### config.mk
export PLATFORM = sky130hd
export DESIGN_NAME = lcd_nibble_writer
export DESIGN_NICKNAME = d
export VERILOG_FILES = /design/src/rtl/lcd_pkg.sv /design/src/rtl/lcd_delay_cnt.sv /design/src/rtl/lcd_nibble_writer.sv
export SDC_FILE = /design/constraint.sdc
export NUM_CORES = 1
export LEC_CHECK = 0
export CAP_MARGIN = 20
export CORE_AREA = 2 2 65 43
export CTS_CLUSTER_DIAMETER = 50
export DETAILED_ROUTE_END_ITERATION = 8
export DIE_AREA = 0 0 67 45
export DONT_BUFFER_PORTS = 1
export PLACE_DENSITY = 0.74
export SLEW_MARGIN = 25
export SYNTH_ARGS = -nofsm -noshare
export SYNTH_HDL_FRONTEND = slang
export SYNTH_SLANG_ARGS = --single-unit
### constraint.sdc
create_clock -name CLK -period 2.7 [get_ports CLK]
set_input_delay 0.81 -clock CLK [delete_from_list [all_inputs] [get_ports CLK]]
set_output_delay 0.81 -clock CLK [all_outputs]
set_load 0.005 [all_outputs]
### src/rtl/lcd_pkg.sv
// lcd_pkg: shared states, HD44780 command/init constants and wait-class helper
package lcd_pkg;

    typedef enum logic [2:0] {
        IDLE,
        SETUP_H,
        EHIGH_H,
        GAP,
        SETUP_L,
        EHIGH_L,
        WAIT
    } lcd_state_t;

    localparam logic [7:0] LCD_CLEAR = 8'h01;
    localparam logic [7:0] LCD_HOME  = 8'h02;
    localparam logic [3:0] LCD_INIT8 = 4'h3;
    localparam logic [3:0] LCD_INIT4 = 4'h2;

    // clear, home (0x02 and its 0x03 alias) and init nibbles need the long execution delay
    function automatic logic lcd_long_wait(input logic [7:0] din, input logic rs, input logic nib);
        return nib || (!rs && (din == LCD_CLEAR || din == LCD_HOME || din == 8'h03));
    endfunction

endpackage

### src/rtl/lcd_delay_cnt.sv
// lcd_delay_cnt: loadable down-counter that stops at zero and flags it
module lcd_delay_cnt #(
    parameter int W = 11
) (
    input  logic         clk,
    input  logic         rst_n,
    input  logic         load,
    input  logic [W-1:0] value,
    output logic         zero
);
    logic [W-1:0] cnt;

    assign zero = (cnt == '0);

    always_ff @(posedge clk or negedge rst_n) begin
        if (!rst_n)
            cnt <= '0;
        else if (load)
            cnt <= value;
        else if (!zero)
            cnt <= cnt - 1'b1;
    end
endmodule

### src/rtl/lcd_nibble_writer.sv
// lcd_nibble_writer: splits a byte (or sends one init nibble) onto an HD44780
// 4-bit bus with setup/E-pulse/gap timing and a post-write execution delay.
module lcd_nibble_writer
    import lcd_pkg::*;
#(
    parameter int SETUP_CYC     = 1,
    parameter int E_HIGH_CYC    = 2,
    parameter int GAP_CYC       = 2,
    parameter int CMD_WAIT_CYC  = 40,
    parameter int LONG_WAIT_CYC = 1640
) (
    input  logic       CLK,
    input  logic       RST,
    input  logic [7:0] DIN,
    input  logic       DIN_RS,
    input  logic       DIN_NIB,
    input  logic       VALID,
    output logic       READY,
    output logic       RS,
    output logic       E,
    output logic [3:0] D
);
    localparam int CW = $clog2(LONG_WAIT_CYC + 1);
    localparam logic [CW-1:0] SETUP_V = CW'(SETUP_CYC - 1);
    localparam logic [CW-1:0] EHIGH_V = CW'(E_HIGH_CYC - 1);
    localparam logic [CW-1:0] GAP_V   = CW'(GAP_CYC - 1);
    localparam logic [CW-1:0] CMD_V   = CW'(CMD_WAIT_CYC - 1);
    localparam logic [CW-1:0] LONG_V  = CW'(LONG_WAIT_CYC - 1);

    lcd_state_t    state, next;
    logic          load, zero, accept, nib_q, long_q;
    logic [CW-1:0] load_val, wait_v;
    logic [3:0]    din_lo;

    assign READY  = (state == IDLE);
    assign accept = READY && VALID;
    assign wait_v = long_q ? LONG_V : CMD_V;

    lcd_delay_cnt #(.W(CW)) u_cnt (
        .clk   (CLK),
        .rst_n (RST),
        .load  (load),
        .value (load_val),
        .zero  (zero)
    );

    always_ff @(posedge CLK or negedge RST) begin
        if (!RST)
            state <= IDLE;
        else
            state <= next;
    end

    // every transition reloads the shared counter with the new state's length minus one
    always_comb begin
        next     = state;
        load     = 1'b0;
        load_val = '0;
        case (state)
            IDLE:    if (VALID) begin next = SETUP_H; load = 1'b1; load_val = SETUP_V; end
            SETUP_H: if (zero)  begin next = EHIGH_H; load = 1'b1; load_val = EHIGH_V; end
            EHIGH_H: if (zero)  begin
                next     = nib_q ? WAIT : GAP;
                load     = 1'b1;
                load_val = nib_q ? wait_v : GAP_V;
            end
            GAP:     if (zero)  begin next = SETUP_L; load = 1'b1; load_val = SETUP_V; end
            SETUP_L: if (zero)  begin next = EHIGH_L; load = 1'b1; load_val = EHIGH_V; end
            EHIGH_L: if (zero)  begin next = WAIT;    load = 1'b1; load_val = wait_v;  end
            WAIT:    if (zero)  next = IDLE;
            default: next = IDLE;
        endcase
    end

    // D changes only on SETUP_L entry, so it is never updated on an E falling edge
    always_ff @(posedge CLK or negedge RST) begin
        if (!RST) begin
            E      <= 1'b0;
            RS     <= 1'b0;
            D      <= 4'h0;
            din_lo <= 4'h0;
            nib_q  <= 1'b0;
            long_q <= 1'b0;
        end else begin
            E <= (next == EHIGH_H) || (next == EHIGH_L);
            if (accept) begin
                RS     <= DIN_RS;
                D      <= DIN[7:4];
                din_lo <= DIN[3:0];
                nib_q  <= DIN_NIB;
                long_q <= lcd_long_wait(DIN, DIN_RS, DIN_NIB);
            end else if (state == GAP && next == SETUP_L) begin
                D <= din_lo;
            end
        end
    end
endmodule

==> flow_summary.ini, run 1 <==
[timing]
fin_setup_tns_ns = 0
setup_viol = 0
slew_viol_final = 0
fmax_ghz = 0.397
max-slew-margin-rel_pct = 63.3
worst_pin_slew_ns = 0.546
min_period_over_period_pct = 93.3
rsz0062_at_grt = no
fin_crit_ns = 2.52
worst_slack_ns = 0.181
skew_ns = 0.00221
hold_ws_ns = 0.221
hold_viol_final = 0

[clock_network]
clock-root-buffer = clkbuf_8
cts_buffers = 3
cts_setup_buffers = 0
hold_buffers = 0
cts_buffer_depth = 2
clk-insertion-delay-late_ns = 0.27
cts.clk_slew.worst_paths_ns = 0.09
cts_resized = 0
cts_sinks = 26
htreeDepth = 1
tritoncts = yes

[layout]
nFillCells = 206
diodes = 0
fin_area_sq_um = 1470
syn_to_final_growth_pct = 4.91
final_net_count = 157
fin_util_pct = 61.8
drive_above_1_share_pct = 11.3

[critical_path]
end_kind = flip-flop
arrival_ns = 2.66
r2r_cells = 7
rr_endpoint = D[1]
reg2reg_from = u_cnt.cnt[0]
crit_fanout = 5
rrSetupSlack_ns = 0.18
critical_path_class = flip-flop to flip-flop
startpoint_type = flip-flop
required_ns = 2.84

[floorplanning]
rows = 14
initial_core_util_pct = 58.9
fp.coreArea_sq_um = 2380
die_h_um = 45
die_x_um = 67
dieArea_sq_um = 3020
io_pins = 20

[yosys]
ys_seq_area_share_pct = 46.4
syn-cell-area_sq_um = 1400
ys_async_sr_fraction_pct = 100
synth_edf_count = 0
ys.flop_type = dfrtp_1
netlist_top_cells_area = dfrtp_1, mux2_2, nor2_1, a21oi_1, o21ai_0
netlist_instances = 144
ys_seq_elements = 26
yosysTopAreaCellShare_pct = 46.4
syn_area_per_cell_sq_um = 9.74
ys_warn_count = 0
synth_cell_types = 37
syn_nets = 158
synth_top_area_cell = dfrtp_1

[route]
dr_total_vias = 1071
wl_per_cell_um = 17.7
drt-total-wl_mm = 3.06
drt_iter0_drc = 100
ant_nets = 0
detail_route.first_pass.iterations = 5
route.detailed.drc = 0
vias_per_cell = 6.19

[global_routing]
grtUsageTotal_pct = 22.4
grt_pass1_vias = 1025
antenna_found_initial = 0
overflow = 0
grt_pass1_wl_mm = 4.87
grt_max_degree = 27

[hold_path]
hold_path.class = primary input to asynchronous set/reset pin

[placement]
dp_slack_ns = 0.209
dpl.hpwl_mm = 2.18
portBuffers = 0
placed_cell_area_sq_um = 1430
place_congestion = 0.874

[job]
maxCapViolCount = 0

[pwr]
power_density_nw_per_um2 = 417
vdd.ir_drop.worst_v = 0.000270
leakagePower_nw = 0.608

[run_status]
status = completed
-- layer usage --
layer  vias to the layer above  share of wire [%]  track usage (%)
li1                        503                  -                -
met1                       535                 46             30.4
met2                        31                 47             34.3
met3                         2                5.9             7.48
met4                         0               0.72             6.94
met5                         -                  0                0
-- kinds of logic after synthesis --
kind of cell	share of synthesized area, %
AO/OA/AOI/OAI	13.6
multiplexers	7.67
XOR/XNOR	5.00
adder cells (fa/ha/maj)	0.892
buffers and inverters	3.30
flip-flops	46.4
AND/OR/NAND/NOR	23.1
-- synthesized netlist by cell type, types with 2 or more instances --
cell type / count
xnor2_1: 4
a21oi_1: 9
o31ai_1: 2
nand2_1: 11
nor4_1: 3
inv_1: 3
mux2_2: 6
nor4_4: 2
nor3_1: 4
nand3b_1: 2
dfrtp_1: 26
or4_1: 2
nand3_1: 2
nor4b_1: 2
o21ai_0: 9
mux2i_1: 4
clkbuf_1: 8
nor2_1: 17
o21a_1: 3
nand2b_1: 3
xor2_1: 4
or3_1: 3
-- per-stage QoR --
stage | std cells | power [mW]
after floorplan | 144 | 0.399
after global placement | 170 | 0.399
after detailed placement | 170 | 0.400
after CTS | 173 | 0.612
after global routing | 173 | 0.634
final | 173 | 0.613
-- sequential cells by signal, indices dropped and copies added, names as in the netlist --
name,flops
long_q,1
RS,1
din_lo,4
nib_q,1
D,4
E,1
u_cnt.cnt,11
state,3
-- how the worst max path moves through the flow --
stage               slack, ns         start  cells past startpoint    to
finish                   0.18  u_cnt.cnt[0]                      7  D[1]
global route             0.06  u_cnt.cnt[0]                      7  D[3]
CTS                      0.19  u_cnt.cnt[0]                      7  D[1]
detailed placement       0.21  u_cnt.cnt[0]                      7  D[1]
global placement         0.32  u_cnt.cnt[0]                      7  D[0]
floorplan                0.41  u_cnt.cnt[0]                      7  D[0]
-- final cells by class --
cell class	count	area, sq um	share of cell area [%]
Clock buffer	3	41.3	2.81
Inverter	3	11.3	0.765
Tap cell	32	40.0	2.72
Sequential cell	26	651	44.2
Timing Repair Buffer	3	22.5	1.53
Multi-Input combinational cell	106	706	48.0
-- worst max-delay path: stages (launching register included) --
cell	delay (ns)
dfrtp_1	0.43
inv_1	0.08
ha_1	0.18
or4b_1	0.58
or3_4	0.41
nor4_4	0.40
mux2i_1	0.23
a21oi_1	0.09
-- layout by cell type (no fill, tap or decap), types with 3 or more instances in the layout --
master / count
xnor2_1: 4
dfrtp_1: 26
clkbuf_8: 3
nand2_1: 11
nand2b_1: 3
o21a_1: 3
mux2i_1: 4
nor3_1: 4
a21oi_1: 9
buf_4: 3
o21ai_0: 9
inv_1: 3
mux2_2: 6
nor2_1: 17
xor2_1: 4
nor4_1: 3
or3_1: 3
-- report_power, final --
part	switching, mW	internal (mW)
sequential	0	0.389
clock	0.121	0.100
combinational	0.00107	0.00169
total	0.122	0.491
Note: power is estimated with default switching activity, not from simulation.
==> run 2, diff against run 1 <==
RECOVER_POWER = 100   (was not set)
==> flow_summary.ini, run 2 (synthesis results as in run 1) <==
[layout]
diodes = 0
syn_to_final_growth_pct = 4.10
largest_reg_flops = 11
nFillCells = 210
layout_commonest_cell = dfrtp_1
reg_top3 = u_cnt.cnt (11), D (4), din_lo (4)
top_register = u_cnt.cnt
final_net_count = 157
drive_above_1_share_pct = 9.22
final_cell_mix = dfrtp_1, nor2_1, nand2_1
multi_input_area_sq_um = 706
seq_area_sq_um = 651

[route]
wl_per_cell_um = 17.7
route.detailed.drc = 0
ant_nets = 0
drt_iter0_drc = 78
detail_route.first_pass.iterations = 4
vias_per_cell = 6.24
drt-total-wl_mm = 3.06
dr_total_vias = 1079

[critical_path]
crit_fanout = 5
critical_path_class = flip-flop to flip-flop
startpoint_type = flip-flop
arrival_ns = 2.67
reg2reg_from = u_cnt.cnt[0]
r2r_cells = 7
required_ns = 2.84
rr_endpoint = D[3]
rrSetupSlack_ns = 0.17
end_kind = flip-flop

[hold_path]
hold_path.class = primary input to asynchronous set/reset pin

[global_routing]
grt_pass1_vias = 1025
antenna_found_initial = 0
overflow = 0
grt_pass1_wl_mm = 4.87
grt_max_degree = 27
grtUsageTotal_pct = 22.4

[run_status]
status = completed

[floorplanning]
rows = 14
dieArea_sq_um = 3020
die_x_um = 67
die_h_um = 45
io_pins = 20
fp.coreArea_sq_um = 2380
initial_core_util_pct = 58.9

[clock_network]
tritoncts = yes
cts_buffer_depth = 2
htreeDepth = 1
cts_resized = 0
cts_buffers = 3
cts_sinks = 26
cts.clk_slew.worst_paths_ns = 0.09
cts_setup_buffers = 0
clock-root-buffer = clkbuf_8
clk-insertion-delay-late_ns = 0.27
hold_buffers = 0

[timing]
skew_ns = 0.00296
min_period_over_period_pct = 93.8
fin_setup_tns_ns = 0
hold_viol_final = 0
fin_crit_ns = 2.53
fmax_ghz = 0.395
max-slew-margin-rel_pct = 63.2
setup_viol = 0
slew_viol_final = 0
worst_pin_slew_ns = 0.547
rsz0062_at_grt = no

[job]
maxCapViolCount = 0

[pwr]
comb_power_share_pct = 0.5
vdd.ir_drop.worst_v = 0.000266
swShare_pct = 19.5
p_clk_share_pct = 35.8
power_frac_seq_pct = 63.8
internal-power_mw = 0.491
leakagePower_nw = 0.597
p_total_mw = 0.610
power_density_nw_per_um2 = 418
p_switching_mw = 0.119

[placement]
portBuffers = 0
place_congestion = 0.874
dpl.hpwl_mm = 2.18
run 2: worst max-delay path by stage:
stage                             from    to  cells after the start
after CTS                 u_cnt.cnt[0]  D[1]                      7
after global routing      u_cnt.cnt[0]  D[3]                      7
after global placement    u_cnt.cnt[0]  D[0]                      7
final                     u_cnt.cnt[0]  D[3]                      7
after detailed placement  u_cnt.cnt[0]  D[1]                      7
after floorplan           u_cnt.cnt[0]  D[0]                      7
run 2: power by group through the flow:
stage	Sequential, mW	Clock [mW]	Combinational [mW]
2_1_floorplan	0.397	0	0.00236
3_3_place_gp	0.397	0	0.00260
3_5_place_dp	0.397	0	0.00270
4_1_cts	0.389	0.220	0.00272
5_1_grt	0.389	0.241	0.00319
6_report	0.389	0.218	0.00276
run 2: area by class of cell:
type | count | area share, %
repair buffers | 3 | 0.771
inverters | 3 | 0.771
well taps | 32 | 2.74
multi-input cells | 106 | 48.3
flip-flops and latches | 26 | 44.6
clock buffers | 3 | 2.83
run 2: worst max-delay path, stage by stage, from the launching register on:
cell and delay [ns]:
dfrtp_1 0.43, inv_1 0.08, ha_1 0.18, or4b_1 0.58
or3_4 0.41, nor4_4 0.40, mux2i_1 0.24, a21oi_1 0.08
run 2: stage by stage:
stage	instances	hold WS, ns	area (sq um)	setup WS, ns	utilization (%)
floorplan	144	0.444	1400	0.409	-
CTS	173	0.222	1470	0.192	61.8
detailed placement	170	0.469	1430	0.209	60.0
finish	173	0.222	1460	0.166	61.3
global route	173	0.206	1460	0.0335	61.3
global placement	170	0.464	1430	0.317	60.0
run 2: per-layer routing:
| layer | vias to the layer above | share of wire [%] | global-route usage (%) |
|---|---|---|---|
| li1 | 507 | - | - |
| met1 | 539 | 46 | 30.4 |
| met2 | 31 | 47 | 34.3 |
| met3 | 2 | 6.1 | 7.48 |
| met4 | 0 | 0.72 | 6.94 |
| met5 | - | 0 | 0 |
